File: src/rtl/tl_ul_sram_responder.sv
// TileLink-UL single-beat responder over a DEPTH x 32-bit register array.
// Latency: the response appears one cycle after the A-channel request is accepted.
// Backpressure: a single D slot; a_ready falls only while the slot is full and d_ready is low.
module tl_ul_sram_responder #(
    parameter int DEPTH = 16
) (
    input  logic        clock,
    input  logic        reset_n,
    input  logic        a_valid,
    output logic        a_ready,
    input  logic [2:0]  a_opcode,
    input  logic [2:0]  a_param,
    input  logic [2:0]  a_size,
    input  logic [6:0]  a_source,
    input  logic [13:0] a_address,
    input  logic [3:0]  a_mask,
    input  logic [31:0] a_data,
    output logic        d_valid,
    input  logic        d_ready,
    output logic [2:0]  d_opcode,
    output logic [1:0]  d_param,
    output logic [2:0]  d_size,
    output logic [6:0]  d_source,
    output logic        d_sink,
    output logic        d_denied,
    output logic        d_corrupt,
    output logic [31:0] d_data
);

    localparam int AW = $clog2(DEPTH);
    localparam logic [14:0] ADDR_LIMIT = 15'(4 * DEPTH);

    localparam logic [2:0] OP_PUT_FULL    = 3'd0;
    localparam logic [2:0] OP_PUT_PARTIAL = 3'd1;
    localparam logic [2:0] OP_GET         = 3'd4;

    typedef enum logic {
        EMPTY = 1'b0,
        FULL  = 1'b1
    } state_t;

    state_t          state_q;
    state_t          state_d;
    logic            slot_load;
    logic            a_fire;
    logic            d_fire;
    logic [31:0]     mem [DEPTH];
    logic [AW-1:0]   idx;
    logic [3:0]      exp_mask;
    logic            is_get;
    logic            is_put_full;
    logic            is_put_partial;
    logic            size_ok;
    logic            align_ok;
    logic            range_ok;
    logic            mask_ok;
    logic            denied;
    logic            wr_en;

    assign idx = a_address[AW+1:2];

    // Request decode: legal-byte mask for the size/offset and the denial verdict.
    always_comb begin
        exp_mask       = 4'h0;
        align_ok       = 1'b0;
        mask_ok        = 1'b1;
        is_get         = (a_opcode == OP_GET);
        is_put_full    = (a_opcode == OP_PUT_FULL);
        is_put_partial = (a_opcode == OP_PUT_PARTIAL);
        size_ok        = (a_size <= 3'd2);
        range_ok       = ({1'b0, a_address} < ADDR_LIMIT);
        case (a_size)
            3'd0: begin
                exp_mask = 4'b0001 << a_address[1:0];
                align_ok = 1'b1;
            end
            3'd1: begin
                exp_mask = 4'b0011 << {a_address[1], 1'b0};
                align_ok = ~a_address[0];
            end
            3'd2: begin
                exp_mask = 4'hF;
                align_ok = (a_address[1:0] == 2'b00);
            end
            default: begin
                exp_mask = 4'h0;
                align_ok = 1'b0;
            end
        endcase
        if (is_put_full) begin
            mask_ok = (a_mask == exp_mask);
        end else if (is_put_partial) begin
            mask_ok = (a_mask != 4'h0) && ((a_mask & ~exp_mask) == 4'h0);
        end
        denied = ~(is_get | is_put_full | is_put_partial) | ~size_ok | ~align_ok |
                 ~range_ok | (a_param != 3'd0) | ~mask_ok;
    end

    // Reset keeps the A side open so upstream never stalls on a flushed slot.
    assign a_ready = ~reset_n | (state_q == EMPTY) | d_ready;
    assign d_valid = (state_q == FULL);
    assign a_fire  = a_valid & a_ready;
    assign d_fire  = d_valid & d_ready;
    assign wr_en   = a_fire & reset_n & (is_put_full | is_put_partial) & ~denied;

    // Slot FSM: a new request always wins the slot, even while the old one drains.
    always_comb begin
        state_d   = state_q;
        slot_load = 1'b0;
        if (a_fire) begin
            state_d   = FULL;
            slot_load = 1'b1;
        end else if (d_fire) begin
            state_d = EMPTY;
        end
    end

    // State register with synchronous reset.
    always_ff @(posedge clock) begin
        if (!reset_n) begin
            state_q <= EMPTY;
        end else begin
            state_q <= state_d;
        end
    end

    // Response slot: everything on the D channel comes from here.
    always_ff @(posedge clock) begin
        if (!reset_n) begin
            d_opcode  <= 3'd0;
            d_size    <= 3'd0;
            d_source  <= 7'd0;
            d_denied  <= 1'b0;
            d_corrupt <= 1'b0;
            d_data    <= 32'd0;
        end else if (slot_load) begin
            d_opcode  <= is_get ? 3'd1 : 3'd0;
            d_size    <= a_size;
            d_source  <= a_source;
            d_denied  <= denied;
            d_corrupt <= denied & is_get;
            d_data    <= (is_get && !denied) ? mem[idx] : 32'd0;
        end
    end

    // Byte-enabled array write; contents deliberately survive reset.
    always_ff @(posedge clock) begin
        for (int b = 0; b < 4; b++) begin
            if (wr_en && a_mask[b]) begin
                mem[idx][8*b +: 8] <= a_data[8*b +: 8];
            end
        end
    end

    assign d_param = 2'd0;
    assign d_sink  = 1'b0;

endmodule

File: config.mk
export PLATFORM = sky130hd
export DESIGN_NAME = tl_ul_sram_responder
export DESIGN_NICKNAME = d
export VERILOG_FILES = /design/src/rtl/tl_ul_sram_responder.sv
export SDC_FILE = /design/constraint.sdc
export NUM_CORES = 1
export LEC_CHECK = 0
export ABC_CLOCK_PERIOD_IN_PS = 3400
export CAP_MARGIN = 20
export CORE_AREA = 2 2 228 185
export CTS_CLUSTER_DIAMETER = 150
export DETAILED_ROUTE_END_ITERATION = 10
export DIE_AREA = 0 0 230 187
export PLACE_DENSITY_LB_ADDON = 0.08
export SETUP_SLACK_MARGIN = 0.1
export SYNTH_ARGS = -nofsm -noshare
export SYNTH_HDL_FRONTEND = slang
export SYNTH_SLANG_ARGS = --single-unit
File: constraint.sdc
create_clock -name clock -period 3.4 [get_ports clock]
set_input_delay 0.68 -clock clock [delete_from_list [all_inputs] [get_ports clock]]
set_output_delay 0.68 -clock clock [all_outputs]
set_load 0.005 [all_outputs]
==> results.toml <==
[place]
place_congestion = 0.7749
numPortBuffers = 116
dpl_worst_slack_ns = -0.5443
dpl.hpwl_mm = 30.86

[global_routing]
grt.overflow.total = 0
grt_usage_pct = 22.93
grt_max_degree = 61
antenna_found_initial = 2
grt_pass1_wl_mm = 72.44
grt_pass1_vias = 11080

[power]
switching_share_pct = 20.08
pwr-share-clk_pct = 43.3
power_w = 0.01444
leakagePower_nw = 8.495
cellPowerDensity_nw_per_um2 = 556.6
pwr-share-comb_pct = 4.8
power_switching_w = 0.002899
p_int_w = 0.01154
peakVddDrop_v = 0.0003922
seq_power_share_pct = 51.9

[run]
cap_violations = 0

[detailed_routing]
drcViolationCount = 0
avgViaCountPerCell = 5.777
drtIter0Drc = 1231
wire_per_inst_um = 25.57
routed_wl_mm = 48.18
ant_nets = 0
vias = 10880
dr.pass1.iters = 5

[clock_network]
cts_root_buf = "clkbuf_16"
cts_sinks = 558
cts_buffers = 54
clockBufferDepth = 3
cts_tree = "done"
clock_latency_ns = 0.59
post_cts_buffers = 0
htreeDepth = 2
postCtsHoldBufs = 0
path_clk_slew_ns = 0.06

[worst_setup_path]
worstReg2RegStart = "d_valid"
path_class = "input pin to flop"
critPathMaxStageDelay_ns = 0.53
arrival_ns = 3.43
crit_chain = "clkdlybuf4s50_1 > nor2_1 > nor2_1 > o21ai_0 > ha_1 > or4_4 > o31ai_4 > nor4b_4 > buf_6 > nand3_2 > buf_12 > nor2_2 > buf_4"
reg2reg_depth = 8
rrSetupSlack_ns = 1.47
cp.required_ns = 3.69
worstReg2RegEnd = "mem[2][30]"
crit_slowest_cell = "clkdlybuf4s50_1"
critPathMostFrequentCell = "nor2_1"
crit_end = "mem[2][30]"
cp-start-kind = "input pin"
worst_setup_path_end_kind = "flop"
cp-startpoint = "a_address[0]"
path_max_fanout = 16

[sta]
drv_slew = 0
period_share_pct = 92.38
worstMarginPinSlew_ns = 0.9478
hold_viol = 0
min_period_ns = 3.141
setup_ws_ns = 0.2591
hold_slack_ns = 0.4623
fin_skew_ns = 0.01355
fmax_mhz = 318.4
finalSetupViolations = 0
rsz0062_at_grt = "true"
relSlewSlack_pct = 36.82

[logic_synthesis]
synthTopCellsByArea = "edfxtp_1 (72%), mux4_2 (14%), dfxtp_1 (4.3%)"
avgSynthCellArea_um2 = 20.13
yosysMostFrequentCell = "edfxtp_1"
synth_cells = 1057
yosys-top-cells-count = "edfxtp_1 (512), mux4_2 (128), nor2_1 (70)"
ys.flop_type = "edfxtp_1"
synthArstFlopShare_pct = 0
synth.distinct_cells = 36
synth_top_cell_by_area = "edfxtp_1"
syn_area_um2 = 21280
seq_area_frac_synth_pct = 76.59
synth_edf_count = 512
synth.top_cell.area_share_pct = 72.26
ys_ff_latch = 558
synth_warnings = 0

[floorplan]
fp-row-count = 67
num_io_pins = 122
die_y_um = 187
die_w_um = 230
die_area_um2 = 43010
core-area_um2 = 41080
start_util_pct = 51.80

[final_layout]
multi_input_area_um2 = 4736
areaGrowthSynthToFinish_pct = 21.92
fillCellCount = 2865
nNetsFinal = 1359
drive_gt1_share_pct = 27.74
seq_area_um2 = 16300

[min_path]
hold_path.class = "flop to flop"
hold_start = "d_source[6]"

[status]
run_status = "complete, no violations"
state kept, by name (all words and copies together), names as in the netlist:
| signal | cells |
|---|---|
| mem | 512 |
| d_data | 32 |
| d_source | 7 |
| d_size | 3 |
| d_corrupt | 1 |
| d_denied | 1 |
| d_opcode | 1 |
| d_valid | 1 |
worst min path at each step:
stage | endpoint | slack [ns] | cells after the start
after global placement | d_source[1] | 0.45 | 2
after CTS | d_source[6] | 0.47 | 2
after floorplan | d_opcode[0] | 0.46 | 2
after detailed placement | d_source[6] | 0.46 | 2
final | d_source[6] | 0.46 | 2
after global routing | d_source[5] | 0.48 | 2
logic make-up after synthesis:
| kind of cell | share of synthesized area (%) |
|---|---|
| AOI/OAI and AO/OA | 4.334 |
| other | 0.01762 |
| and+or+nand+nor | 3.746 |
| muxes | 13.55 |
| buffers and inverters | 1.529 |
| adders and majority gates | 0.2352 |
| DFF | 76.59 |
placed cells by master, fill, tap and decap left out, drive strengths merged:
cell type      count
a21boi            13
a21oi              3
a22o              32
a22oi             64
and2               5
and4               2
buf              119
bufinv             7
clkbuf            68
clkdlybuf4s50    113
clkinv            23
clkinvlp           3
conb               5
dfxtp             46
diode              2
dlygate4sd2        1
edfxtp           512
ha                 4
inv                4
mux4             128
nand2             69
nand2b             1
nand3              9
nand3b             1
nand4              2
nor2              73
nor2b              5
nor3               3
nor3b              1
nor4               3
nor4b              1
o21ai              6
o22ai              1
o31ai              1
or3                1
or4                1
worst max-delay path: cells and delay by family:
kind / cells / cell delay (ns)
adders and majority gates: 1 / 0.19
AOI/OAI and AO/OA: 2 / 0.34
buffers and inverters: 4 / 1.05
and+or+nand+nor: 6 / 1.15
area by class of cell:
cell class,count,area share [%]
flip-flops and latches,558,62.82
multi-input cells,434,18.26
repair buffers,234,8.861
clock buffers,67,5.952
well taps,552,2.663
clock inverters,34,1.384
inverters,3,0.04341
diodes,2,0.01929
metrics by stage:
stage | utilization [%] | instance area (µm²) | std cells | setup TNS [ns]
6_report | 63.15 | 25940 | 1884 | 0
5_1_grt | 63.15 | 25940 | 1884 | 0
2_1_floorplan | - | 21310 | 1061 | 0
4_1_cts | 63.06 | 25900 | 1882 | 0
3_5_place_dp | 58.41 | 23990 | 1781 | -233.19
3_3_place_gp | 58.41 | 23990 | 1781 | -191.14
metal layers:
| layer | part of all wire [%] | vias up | track usage (%) | wire, µm |
|---|---|---|---|---|
| li1 | - | 4798 | - | - |
| met1 | 45 | 5678 | 35.72 | 21880 |
| met2 | 46 | 333 | 33.50 | 22080 |
| met3 | 6.4 | 74 | 4.055 | 3069 |
| met4 | 2.4 | 0 | 6.650 | 1147 |
| met5 | 0 | - | 1.116 | 0 |
repair_timing:
item | in CTS | in global routing
setup endpoints to repair | 22 | 330
resized for setup | 3 | 8
cloned | 0 | 0
power by group through the flow:
| stage | registers (W) | logic, W | clock network [W] |
|---|---|---|---|
| 3_3_place_gp | 0.00764 | 0.000700 | 0 |
| 5_1_grt | 0.00749 | 0.000753 | 0.00665 |
| 2_1_floorplan | 0.00764 | 0.000335 | 0 |
| 6_report | 0.00750 | 0.000698 | 0.00625 |
| 4_1_cts | 0.00750 | 0.000706 | 0.00637 |
| 3_5_place_dp | 0.00764 | 0.000706 | 0 |
(Power assumes the default switching activity.)
